### src/rtl/ws2811_frame_sequencer_if.sv
// Pixel-word handshake between an upstream pixel source and the WS2811 sequencer.
interface ws2811_frame_sequencer_if;
  logic [23:0] pixelDataIN;
  logic        pixelValidIN;
  logic        pixelReadyOUT;

  modport master (
    output pixelDataIN,
    output pixelValidIN,
    input  pixelReadyOUT
  );

  modport slave (
    input  pixelDataIN,
    input  pixelValidIN,
    output pixelReadyOUT
  );
endinterface

### src/rtl/ws2811_frame_sequencer.sv
// WS2811 frame sequencer: prefetches 24-bit pixel words into a one-entry holding
// register, serialises them MSB first with per-bit high/low timing, then holds
// the line low for the latch gap.
module ws2811_frame_sequencer #(
  parameter int BIT_CYCLES   = 63,
  parameter int T0H_CYCLES   = 18,
  parameter int T1H_CYCLES   = 35,
  parameter int RESET_CYCLES = 2500,
  parameter int PIXELS       = 60,
  localparam int IDX_W       = (PIXELS > 1) ? $clog2(PIXELS) : 1
) (
  input  logic                     clkIN,
  input  logic                     nResetIN,
  input  logic                     startIN,
  ws2811_frame_sequencer_if.slave  pixelBus,
  output logic [IDX_W-1:0]         pixelIndexOUT,
  output logic                     dataOUT,
  output logic                     busyOUT,
  output logic                     frameDoneOUT,
  output logic                     underrunOUT
);

  localparam int BIT_W = $clog2(BIT_CYCLES);
  localparam int LAT_W = (RESET_CYCLES > 1) ? $clog2(RESET_CYCLES) : 1;
  localparam int ACC_W = $clog2(PIXELS + 1);

  localparam logic [BIT_W-1:0] BIT_LAST = BIT_W'(BIT_CYCLES - 1);
  localparam logic [BIT_W-1:0] T0H_V    = BIT_W'(T0H_CYCLES);
  localparam logic [BIT_W-1:0] T1H_V    = BIT_W'(T1H_CYCLES);
  localparam logic [LAT_W-1:0] LAT_LAST = LAT_W'(RESET_CYCLES - 1);
  localparam logic [IDX_W-1:0] IDX_LAST = IDX_W'(PIXELS - 1);
  localparam logic [ACC_W-1:0] ACC_MAX  = ACC_W'(PIXELS);
  localparam logic [4:0]       BIT_IDX_LAST = 5'd23;

  typedef enum logic [1:0] {IDLE, FETCH, SEND, LATCH} state_t;

  state_t           state;
  state_t           stateNext;
  logic [23:0]      holdReg;
  logic [23:0]      shiftReg;
  logic             holdFull;
  logic [ACC_W-1:0] acceptCount;
  logic [BIT_W-1:0] bitCnt;
  logic [4:0]       bitIdx;
  logic [LAT_W-1:0] latchCnt;

  logic ready;
  logic transfer;
  logic frameStart;
  logic bitEnd;
  logic pixelEnd;
  logic latchEnd;
  logic loadShift;
  logic underrunSet;
  logic frameDoneSet;

  assign ready = ((state == FETCH) || (state == SEND)) && !holdFull && (acceptCount < ACC_MAX);
  assign pixelBus.pixelReadyOUT = ready;
  assign transfer   = pixelBus.pixelValidIN && ready;
  assign frameStart = (state == IDLE) && startIN;
  assign busyOUT    = (state != IDLE);
  assign bitEnd     = (bitCnt == BIT_LAST);
  assign pixelEnd   = bitEnd && (bitIdx == BIT_IDX_LAST);
  assign latchEnd   = (latchCnt == LAT_LAST);

  // State register.
  always_ff @(posedge clkIN) begin
    // NOTE: registers take non-blocking assignments so every flop samples pre-edge values.
    if (!nResetIN) state <= IDLE;
    else           state <= stateNext;
  end

  // Next-state decode plus the single-cycle control strobes for the datapath.
  always_comb begin
    // NOTE: every output gets a default first so no path leaves a latch behind.
    stateNext    = state;
    loadShift    = 1'b0;
    underrunSet  = 1'b0;
    frameDoneSet = 1'b0;
    case (state)
      IDLE: begin
        if (startIN) stateNext = FETCH;
      end
      FETCH: begin
        if (holdFull) begin
          loadShift = 1'b1;
          stateNext = SEND;
        end
      end
      SEND: begin
        if (pixelEnd) begin
          if (pixelIndexOUT == IDX_LAST) begin
            stateNext = LATCH;
          end else if (holdFull) begin
            loadShift = 1'b1;
          end else begin
            underrunSet = 1'b1;
            stateNext   = LATCH;
          end
        end
      end
      LATCH: begin
        if (latchEnd) begin
          frameDoneSet = 1'b1;
          stateNext    = IDLE;
        end
      end
      default: stateNext = IDLE;
    endcase
  end

  // Counters, holding-register flag and registered line/pulse outputs.
  always_ff @(posedge clkIN) begin
    if (!nResetIN) begin
      holdFull      <= 1'b0;
      acceptCount   <= '0;
      bitCnt        <= '0;
      bitIdx        <= '0;
      latchCnt      <= '0;
      pixelIndexOUT <= '0;
      dataOUT       <= 1'b0;
      frameDoneOUT  <= 1'b0;
      underrunOUT   <= 1'b0;
    end else begin
      dataOUT      <= (state == SEND) && (bitCnt < (shiftReg[23] ? T1H_V : T0H_V));
      underrunOUT  <= underrunSet;
      frameDoneOUT <= frameDoneSet;

      if (transfer)       holdFull <= 1'b1;
      else if (loadShift) holdFull <= 1'b0;

      if (frameStart)    acceptCount <= '0;
      else if (transfer) acceptCount <= acceptCount + 1'b1;

      if (frameStart)                       pixelIndexOUT <= '0;
      else if ((state == SEND) && loadShift) pixelIndexOUT <= pixelIndexOUT + 1'b1;

      if (state == SEND) begin
        bitCnt <= bitEnd ? '0 : bitCnt + 1'b1;
        if (bitEnd) bitIdx <= pixelEnd ? '0 : bitIdx + 1'b1;
      end else begin
        bitCnt <= '0;
        bitIdx <= '0;
      end

      if (state == LATCH) latchCnt <= latchEnd ? '0 : latchCnt + 1'b1;
      else                latchCnt <= '0;
    end
  end

  // Pixel data path: holding register and output shifter.
  always_ff @(posedge clkIN) begin
    // NOTE: data registers are left unreset; holdFull and the state qualify every use of them.
    if (transfer) holdReg <= pixelBus.pixelDataIN;
    if (loadShift)                       shiftReg <= holdReg;
    else if ((state == SEND) && bitEnd)  shiftReg <= {shiftReg[22:0], 1'b0};
  end

endmodule

### src/flat_wrapper.sv
// flat-port wrapper written by rule: the top's interface ports become plain ports
module ws2811_frame_sequencer_flat 
#(
  parameter int BIT_CYCLES   = 63,
  parameter int T0H_CYCLES   = 18,
  parameter int T1H_CYCLES   = 35,
  parameter int RESET_CYCLES = 2500,
  parameter int PIXELS       = 60,
  localparam int IDX_W       = (PIXELS > 1) ? $clog2(PIXELS) : 1
)
  (clkIN, nResetIN, startIN, pixelIndexOUT, dataOUT, busyOUT, frameDoneOUT, underrunOUT, pixelBus_pixelDataIN, pixelBus_pixelValidIN, pixelBus_pixelReadyOUT);
  ws2811_frame_sequencer_if pixelBus_i ();
  input  logic clkIN;
  input  logic nResetIN;
  input  logic startIN;
  output logic [IDX_W-1:0] pixelIndexOUT;
  output logic dataOUT;
  output logic busyOUT;
  output logic frameDoneOUT;
  output logic underrunOUT;
  input wire logic [$bits(pixelBus_i.pixelDataIN)-1:0] pixelBus_pixelDataIN;
  input wire logic [$bits(pixelBus_i.pixelValidIN)-1:0] pixelBus_pixelValidIN;
  output wire logic [$bits(pixelBus_i.pixelReadyOUT)-1:0] pixelBus_pixelReadyOUT;
  assign pixelBus_i.pixelDataIN = pixelBus_pixelDataIN;
  assign pixelBus_i.pixelValidIN = pixelBus_pixelValidIN;
  assign pixelBus_pixelReadyOUT = pixelBus_i.pixelReadyOUT;
  ws2811_frame_sequencer #(.BIT_CYCLES(BIT_CYCLES), .T0H_CYCLES(T0H_CYCLES), .T1H_CYCLES(T1H_CYCLES), .RESET_CYCLES(RESET_CYCLES), .PIXELS(PIXELS)) u_core (.clkIN(clkIN), .nResetIN(nResetIN), .startIN(startIN), .pixelBus(pixelBus_i), .pixelIndexOUT(pixelIndexOUT), .dataOUT(dataOUT), .busyOUT(busyOUT), .frameDoneOUT(frameDoneOUT), .underrunOUT(underrunOUT));
endmodule
### config.mk
export PLATFORM = sky130hd
export DESIGN_NAME = ws2811_frame_sequencer_flat
export DESIGN_NICKNAME = d
export VERILOG_FILES = /design/src/rtl/ws2811_frame_sequencer_if.sv /design/src/rtl/ws2811_frame_sequencer.sv /design/src/flat_wrapper.sv
export SDC_FILE = /design/constraint.sdc
export NUM_CORES = 1
export LEC_CHECK = 0
export CAP_MARGIN = 20
export CORE_MARGIN = 5
export CORE_UTILIZATION = 50
export CTS_CLUSTER_SIZE = 10
export DETAILED_ROUTE_END_ITERATION = 7
export HOLD_SLACK_MARGIN = 0.06
export PLACE_DENSITY = 0.85
export SKIP_CTS_REPAIR_TIMING = 1
export SLEW_MARGIN = 20
export SYNTH_ARGS = -nofsm -noshare
export SYNTH_HDL_FRONTEND = slang
export SYNTH_SLANG_ARGS = --single-unit
### constraint.sdc
create_clock -name clkIN -period 2.2 [get_ports clkIN]
set_input_delay 0.44 -clock clkIN [delete_from_list [all_inputs] [get_ports clkIN]]
set_output_delay 0.44 -clock clkIN [all_outputs]
set_load 0.01 [all_outputs]
After elaboration in Yosys (flattened, before gate mapping):

Index checks and enable logic that the tools add are counted.

* add/sub/neg operators: 5
* $lt $le $gt $ge: 2
* eq/ne operators: 12
* multiplexer cells: 19
* bitwise logic cells: 4
* reductions and logical operators: 21

Operators by type and width (number)
* 24-bit two-way mux: 2
* 6-bit by 1-bit adder with 6-bit output, second input constant: 3
* 12-bit by 1-bit adder with 12-bit output, second input constant: 1
* 12-bit == test, second input constant: 1
* 6-bit == test, second input constant: 2
* 2-bit two-way mux: 6
* 1-bit logical AND: 8
* 2-bit one-hot mux with 4 select lines: 1
* 1-bit two-way mux: 7
* 6-bit less-than comparator: 1
* 6-bit less-than comparator, second input constant: 1
* 6-bit two-way mux: 1
* 2-bit by 1-bit != test with 1-bit output, second input constant: 3
* 2-bit nonzero test: 3
* 3-bit OR reduction: 2
* 5-bit by 1-bit adder with 5-bit output, second input constant: 1
* 5-bit == test, second input constant: 1
* 5-bit two-way mux: 1
* 5-bit AND reduction: 1
* 2-bit == test, second input constant: 2
* 1-bit NOT: 4
* 2-bit AND reduction: 2
* 4-bit OR reduction: 1
* 3-bit != test, second input constant: 1
* other kinds (7): 7

* flip-flop bits (word level): 89
* output and inout port bits: 11

Logic depth before layout (Yosys ltp):

* depth after elaboration: 6
* depth in mapped cells: 9
* mapped depth without buffers: 9

Worst setup path before layout:

OpenSTA, ideal clock, no wires.

* kind: register to register
* start: register u_core.bitIdx[0]
* end: register u_core.shiftReg[0] (enable)
* data arrival time: 2.005 ns
* slack: -0.185 ns
* cell stages (with the launch flop): 8
* cell sequence: dfxtp_1 -> ha_1 -> nand4b_2 -> nor3_4 -> a31oi_4 -> nor2_8 -> buf_12 -> a21o_1

* word-level cells in the longest chain between the ends: 5

RTL lines
* start, declared: RTL line ws2811_frame_sequencer.sv:44 `logic [4:0] bitIdx;`
* start signal, assigned: RTL line ws2811_frame_sequencer.sv:140 `if (bitEnd) bitIdx <= pixelEnd ? '0 : bitIdx + 1'b1;`
* 5-bit == test: RTL line ws2811_frame_sequencer.sv:63 `assign pixelEnd = bitEnd && (bitIdx == BIT_IDX_LAST);`
* 1-bit logical AND: RTL line ws2811_frame_sequencer.sv:63
* 1-bit two-way mux: RTL line ws2811_frame_sequencer.sv:91 `if (pixelEnd) begin`
* 1-bit one-hot mux with 2 select lines: RTL line ws2811_frame_sequencer.sv:80 `case (state)`
* 2-bit nonzero test (no line)
* end signal, assigned: RTL line ws2811_frame_sequencer.sv:155 `if (loadShift) shiftReg <= holdReg;`
* end signal, assigned: RTL line ws2811_frame_sequencer.sv:156 `else if ((state == SEND) && bitEnd) shiftReg <= {shiftReg[22:0], 1'b0};`
* end, declared: RTL line ws2811_frame_sequencer.sv:40 `logic [23:0] shiftReg;`

Every way passes these cells.
A chain may end at the register's enable or synchronous reset.

Worst setup path after layout:

* start: register u_core.pixelIndexOUT[1]
* end: register u_core.shiftReg[20], data pin

* word-level cells in the longest chain between the ends: 5

RTL lines
* start, declared: RTL line ws2811_frame_sequencer.sv:16 `output logic [IDX_W-1:0] pixelIndexOUT,`
* start signal, assigned: RTL line ws2811_frame_sequencer.sv:136 `else if ((state == SEND) && loadShift) pixelIndexOUT <= pixelIndexOUT + 1'b1;`
* 6-bit == test: RTL line ws2811_frame_sequencer.sv:92 `if (pixelIndexOUT == IDX_LAST) begin`
* 1-bit two-way mux: RTL line ws2811_frame_sequencer.sv:92
* 1-bit two-way mux: RTL line ws2811_frame_sequencer.sv:91
* 1-bit one-hot mux with 2 select lines: RTL line ws2811_frame_sequencer.sv:80
* 24-bit two-way mux: RTL line ws2811_frame_sequencer.sv:155

Every way passes these cells.

==> results.py <==
metrics = {
    "yosys": {
        "synthCells": 289,
        "seq_area_frac_synth_pct": 60.11,
        "synth_flop_cell": "edfxtp_1",
        "synthArstFlopShare_pct": 0,
        "ys_warn_count": 0,
        "synth_top_area_share_pct": 38.30,
        "synthTopCellsByArea": "edfxtp_1 38%, dfxtp_1 22%, mux2_4 7.2%",
        "syn-num-nets": 330,
        "syn_area_sq_mm": 0.003764,
        "yosysTopAreaCell": "edfxtp_1",
        "syn_area_per_cell_sq_um": 13.02,
        "synth_edf_count": 48,
        "yosys_register_bits": 89,
        "synth_cell_types": 43,
    },
    "critical_path": {
        "cpPeakStageDelay_ns": 0.40,
        "path_buf_inv": 1,
        "slowest_stage": "dfxtp_1",
        "worst_setup_path_start_kind": "register",
        "critPathTopFamily": "simple AND/OR/NAND/NOR gates",
        "critical_path_class": "reg -> reg",
        "crit_chain": "ha_1, nand4_1, or2_2, a31oi_4, nor2_8, buf_12, mux2_4",
        "cp_max_fo": 24,
        "required_ns": 2.31,
        "cp-end-kind": "register",
        "worstPathArrival_ns": 2.21,
    },
    "timing": {
        "tightestPinTransition_ns": 0.5525,
        "period_needed_ns": 2.100,
        "drv_slew": 0,
        "skew_ns": 0.01924,
        "rsz0062_at_grt": "no",
        "period_share_pct": 95.47,
        "setup_viol": 0,
        "tns_ns": 0,
        "max_freq_mhz": 476.1,
        "finalHoldViolCount": 0,
        "max_slew_margin_pct": 63.17,
    },
    "global_route": {
        "grt_pass1_wl_mm": 10.87,
        "grt.total_usage_pct": 14.36,
        "antenna_found_initial": 0,
        "grt_max_degree": 25,
        "grt_overflow": 0,
        "grt_pass1_vias": 2282,
    },
    "detailed_routing": {
        "drtPass1Iterations": 4,
        "wl_per_cell_microns": 14.66,
        "final_antenna_net_count": 0,
        "via_count": 2291,
        "via_per_inst": 5.172,
        "drcViolationCount": 0,
        "routed_wl_mm": 6.493,
        "drt_iter0_markers": 90,
    },
    "power_and_ir_drop": {
        "power.density_mw_per_mm2": 876.0,
        "power_w": 0.003937,
        "p_leak_nw": 1.657,
        "ir_worst_vdd_mv": 0.4103,
    },
    "cells_and_area": {
        "layout_common_cells": "48 x edfxtp_1, 41 x dfxtp_1, 37 x clkdlybuf4s50_1",
        "insertedDiodeCount": 0,
        "syn_to_final_growth_pct": 19.41,
        "layout.nets": 380,
        "drive_gt1_share_pct": 17.15,
        "final_common_cell": "edfxtp_1",
    },
    "clock_network": {
        "insertion_delay_ns": 0.36,
        "cts_sinks": 89,
        "clock-root-buffer": "clkbuf_8",
        "cts_tree": "yes",
        "htree_levels": 3,
        "clkTransAtPathRegs_ns": 0.10,
        "cts_made_buffers": 9,
        "clockBufferDepth": 2,
    },
    "flow_run": {
        "max_cap_viol_count": 0,
    },
    "floorplan": {
        "start_util_pct": 51.61,
        "ios": 39,
        "core_sq_mm": 0.007292,
        "chipHeight_microns": 96.76,
        "dieArea_sq_mm": 0.009363,
        "fp-row-count": 31,
        "die_w_microns": 96.76,
    },
    "placed_design": {
        "io_buffers": 38,
        "dpl.hpwl_mm": 4.476,
        "place.gp.congestion": 0.7833,
    },
    "min_path": {
        "hp-class": "reg -> reg",
    },
    "outcome": {
        "status": "completed",
    },
}
## kinds of logic after synthesis
kind of cell,after synthesis,synth area share [%]
AO/OA/AOI/OAI,26,5.153
adder cells (fa/ha/maj),13,4.322
AND/OR/NAND/NOR,101,14.03
XOR/XNOR,20,4.654
flip-flops,89,60.11
buffers and inverters,14,2.261
multiplexers,26,9.475
## power by group
part | switching (W) | internal (W)
Sequential | 0.0000835 | 0.00198
Combinational | 0.000434 | 0.000354
Clock | 0.000647 | 0.000442
Total | 0.00116 | 0.00277
## through the flow
step,hold WS [ns],setup WS (ns),cell area [sq um],util (%),std cells
floorplan,0.4379,0.02901,3766,-,289
detailed placement,0.4670,0.08731,4289,58.82,427
CTS,0.4806,-0.2817,4479,61.43,443
global placement,0.4552,0.1524,4289,58.82,427
global route,0.5029,0.0002915,4494,61.63,443
finish,0.4768,0.09963,4494,61.63,443
## worst min-delay path: stages, from the launching register on
cell	delay [ns]
dfxtp_1	0.33
nand2_1	0.06
a21oi_1	0.05
## metal layers
metal / GRT usage [%] / routed length (microns)
met2: 21.92 / 3076
met4: 4.860 / 91
met1: 19.66 / 3089
met5: 0 / 0
met3: 4.101 / 235
## cells in the mapped netlist, drive strengths merged (2+ instances only)
cell,instances
mux2,23
and2,2
xor2,16
nand3,17
and3,5
nand2,22
xnor2,4
nand4,5
or3,4
clkbuf,3
nor2,33
dfxtp,41
a21oi,9
buf,2
a31oi,2
o21ai,5
inv,8
ha,13
and4,3
a21o,4
edfxtp,48
mux2i,3
nor3,2
## path summary, 6_finish.rpt
path	from	to	slack [ns]	cells past startpoint
hold / removal	u_core.bitIdx[3]	u_core.bitIdx[3]	0.48	2
hold reg to reg	u_core.bitIdx[3]	u_core.bitIdx[3]	0.48	2
setup / recovery	u_core.pixelIndexOUT[1]	u_core.shiftReg[20]	0.1	7
setup reg to reg	u_core.pixelIndexOUT[1]	u_core.shiftReg[20]	0.1	7
## area by class of cell
type,count,area [sq um]
tap,99,123.9
clock inverter,7,66.31
fill,572,2798
clock buffer,9,123.9
timing repair buffer,44,452.9
multi-input combinational,186,1430
sequential,89,2262
inverter,9,35.03
## sequential cells by signal (all words and copies together) (netlist names)
name	cells
u_core.pixelIndexOUT	6
u_core.bitIdx	5
u_core.holdReg	24
u_core.frameDoneOUT	1
u_core.latchCnt	12
u_core.bitCnt	6
u_core.shiftReg	24
u_core.acceptCount	6
u_core.holdFull	1
u_core.dataOUT	1
u_core.underrunOUT	1
u_core.state	2
Power figures use the tool's default switching activity.
==> RTL edit 1 (same flow settings) <==
Make the reset (`nResetIN`) asynchronous in 2 clocked blocks.
--- a/src/rtl/ws2811_frame_sequencer.sv
+++ b/src/rtl/ws2811_frame_sequencer.sv
@@ -64,7 +64,7 @@
   assign latchEnd   = (latchCnt == LAT_LAST);
 
   // State register.
-  always_ff @(posedge clkIN) begin
+  always_ff @(posedge clkIN or negedge nResetIN) begin
     // NOTE: registers take non-blocking assignments so every flop samples pre-edge values.
     if (!nResetIN) state <= IDLE;
     else           state <= stateNext;
@@ -110,7 +110,7 @@
   end
 
   // Counters, holding-register flag and registered line/pulse outputs.
-  always_ff @(posedge clkIN) begin
+  always_ff @(posedge clkIN or negedge nResetIN) begin
     if (!nResetIN) begin
       holdFull      <= 1'b0;
       acceptCount   <= '0;
Formal check against the unedited RTL: differs if nResetIN is asserted again (counterexample within 4 cycles, from zero or initial values and one cycle with nResetIN low); with nResetIN held inactive, the same outputs for 10 cycles.
==> RTL edit 1 against the original RTL <==
Wire length rose by 9.6%. Global-route usage is 1.1 points higher. Core utilization rose by 3.3 points. Clock skew fell by 9.0 ps. Sequential cell count unchanged. Total power is 28% higher. Highest routed layer unchanged. Count of clock-buffer cells in the layout rose by 2. Via count is 2.5% higher. Combinational power is 80% higher. Critical endpoint is now u_core.pixelIndexOUT[4]. First-iteration DRC count shrank 17%. Design area rose by 5.9%. Synthesized area is 1.5% higher. Setup slack got worse by 94 ps.
==> RTL edit 1: results (changes against the original RTL) <==
metric	value	unit	change
Post-synth ARST share	46.1	%	+46 points
Yosys cell types	41		-4.7%
worst setup path end	u_core.pixelIndexOUT[4]		
Syn Nets	323		-2.1%
status	completed		
post-synthesis xor/xnor area fraction	4.81	%	+0.16 points
clk_skew	10.3	ps	-8.98 ps
reg-to-reg slack, setup	6	ps	-90 ps
clock share of power	26.5	%	-1.2 points
sw power	0.00143	W	+23%
GRT Util Overall	15.5	%	+1.1 points
first-pass GRT wire length	11700	um	+7.7%
Compound-Gate Fraction of Synth Area	4.26	%	-0.89 points
part of the Yosys area used for sequential elements	64.6	%	+4.5 points
Post-synth top cells	edfxtp_1, dfrtp_1, nor2_1, mux2_1, nand2_1		
nets	388		+2.1%
leakage	1.89	nW	+14%
RePlAce Congestion	0.806		+2.9%
final critical-path required period	2190	ps	+93.9 ps
post-place setup slack	-22.6	ps	-110 ps
mux contribution to synthesized area	7.86	%	-1.6 points
Syn Inst Count	282		-2.4%
crit-path leading delay family	compound AO/OA/AOI/OAI gates		
Slowest cell on crit path	o41a_4		
final cell count without fillers	451		+1.8%
HP Class	in2async		
worst slew pin tran	524	ps	-28.5 ps
vias in the first global route	2495		+9.3%
Switching Share	28.4	%	-1.2 points
layout cells sized above 1	14.2	%	-2.9 points
FILL cells	512		-10%
FF-to-FF Start	u_core.state[0]		
==> RTL edit 1: cell count changes in the layout (fill, tap and decap cells not counted), sizes merged, moves of 4 or more <==
cell | before | now
a21oi | 9 | 5
and3 | 5 | 0
buf | 6 | 24
dfrtp | 0 | 41
dfxtp | 41 | 0
inv | 13 | 8
nand2 | 22 | 16
nand3 | 17 | 10
nand4 | 5 | 9
==> RTL edit 1: layout make-up <==
class	count	area, sq um	area share [%]
clock buffers	11	141	2.97
clock inverters	5	103	2.16
inverters	8	30.0	0.631
multi-input cells	177	1290	27.2
flip-flops and latches	89	2470	51.9
well taps	99	124	2.60
repair buffers	62	601	12.6
==> RTL edit 1: metal layers <==
metal  wire, um  part of all wire, %  vias to the layer above  track usage [%]
met3        289                  4.1                        9             3.95
li1           -                    -                     1138                -
met5          0                    0                        -                0
met1       3080                   43                     1155             18.2
met2       3660                   51                       47             26.9
met4         90                  1.3                        0             6.50
==> RTL edit 2 (same settings) <==
Made on the original files. `BIT_CYCLES` is set to 63 in 2 places; all go to 126.
--- a/src/rtl/ws2811_frame_sequencer.sv
+++ b/src/rtl/ws2811_frame_sequencer.sv
@@ -2,7 +2,7 @@
 // register, serialises them MSB first with per-bit high/low timing, then holds
 // the line low for the latch gap.
 module ws2811_frame_sequencer #(
-  parameter int BIT_CYCLES   = 63,
+  parameter int BIT_CYCLES   = 126,
   parameter int T0H_CYCLES   = 18,
   parameter int T1H_CYCLES   = 35,
   parameter int RESET_CYCLES = 2500,
--- a/src/flat_wrapper.sv
+++ b/src/flat_wrapper.sv
@@ -1,7 +1,7 @@
 // flat-port wrapper written by rule: the top's interface ports become plain ports
 module ws2811_frame_sequencer_flat 
 #(
-  parameter int BIT_CYCLES   = 63,
+  parameter int BIT_CYCLES   = 126,
   parameter int T0H_CYCLES   = 18,
   parameter int T1H_CYCLES   = 35,
   parameter int RESET_CYCLES = 2500,
Formal check against the unedited RTL: same outputs for any inputs over 10 cycles, from zero or initial values and one cycle with nResetIN low; that may be too few to reach the edited logic, so the function may still have changed.
==> RTL edit 2 against the original RTL <==
Design area about the same. Sequential cell count grew 1. Wire length grew 0.89%. Setup slack worse by 16 ps. Synthesized area is 0.90% lower. Total power shrank 0.96%. Highest routed layer unchanged. Combinational power down 3.8%. Via count up 1.9%. Non-clock buffer count rose by 1. Largest cell class unchanged. Largest power group unchanged.
==> RTL edit 2: results (changes against the original RTL) <==
metric	value	unit	change
CP Launch Point	u_core.state[1]		
status	completed		
Yosys cell types	47		+9.3%
worst hold start	u_core.bitCnt[0]		
part of the Yosys area used for sequential elements	61.2	%	+1.1 points
FILL cells	567		-0.87%
Vias	2335		+1.9%
clk_skew	8.21	ps	-11.0 ps
top post-synthesis cells by area	edfxtp_1, dfxtp_1, mux2_1, ha_1, xor2_1		
Switching Share	29.1	%	-0.43 points
worst path arrival time	1680	ps	-530 ps
clock network share of area	4.26	%	+0.027 points
Hold WS	457	ps	-19.7 ps
Hold Crit Endpoint	u_core.bitCnt[0]		
reg-to-reg slack, setup	130	ps	+30 ps
Max FO, Critical Path	4		-83%
Reg area	0.00228	sq mm	+1.0%
Starting DRT DRC Count	83		-7.8%
multi-input combinational cell count	193		+3.8%
hpwl dp	4710	um	+5.2%
final cell count without fillers	452		+2.0%
power per cell area	867	mW/mm^2	-0.99%
RePlAce Congestion	0.785		+0.18%
sw power	0.00114	W	-2.4%
HP Class	reg2reg		
fraction of area in multi-input gates	30.9	%	-0.96 points
register share of total power	53.2	%	+0.9 points
Worst Hold Depth	1		-1
layout cells sized above 1	11.9	%	-5.3 points
buffer share of cell area	10.5	%	+0.44 points
post-place setup slack	86.7	ps	-0.620 ps
Repair and plain buffers	45		+2.3%
Worst slew margin	70.8	%	+7.6 points
leakage	1.59	nW	-3.8%
largest net degree at the start of global routing	26		+4.0%
sequential cells	90		+1.1%
Period Utilization, post-route	96.2	%	+0.71 points
Logic pwr share	19.5	%	-0.5 points
nets	389		+2.4%
first-pass GRT wire length	10600	um	-2.9%
placed instance count	436		+2.1%
worst setup path end	busyOUT		
die area	0.00929	sq mm	-0.80%
maximum VDD drop	0.486	mV	+18%
FF-to-FF Start	u_core.bitIdx[1]		
Worst Reg2Reg Path Length in Cells	8		+1
DP Area	0.00430	sq mm	+0.18%
Int Power	0.00276	W	-0.36%
-- RTL edit 2: changes by cell type in the layout (fill, tap and decap cells not counted), sizes merged, moves of 2 or more --
cell   before  now
and3        5    3
xnor2       4    6
nor4b       0    2
o21ai       5    3
or4         0    3
o31ai       1    4
or3         4    2
nand2      22   25
-- RTL edit 2: logic make-up after synthesis --
group | Yosys count | share of synthesized area, %
AOI/OAI and AO/OA | 29 | 5.37
buffers and inverters | 13 | 1.71
muxes | 25 | 7.48
adders and majority gates | 13 | 4.36
and+or+nand+nor | 105 | 15.0
xor gates and xnor gates | 21 | 4.93
DFF | 90 | 61.2
-- RTL edit 2: per-layer routing --
metal,vias up,GRT usage [%],share of wire (%)
li1,1165,-,-
met1,1117,17.9,44
met2,44,25.7,51
met3,9,5.11,3.9
met4,0,4.56,1.4
met5,-,0,0
-- RTL edit 2: worst max-delay path: stages (launching register included) --
cell and delay, ps:
dfxtp_1 390, inv_1 100, ha_1 210, inv_1 90, clkdlybuf4s50_1 540
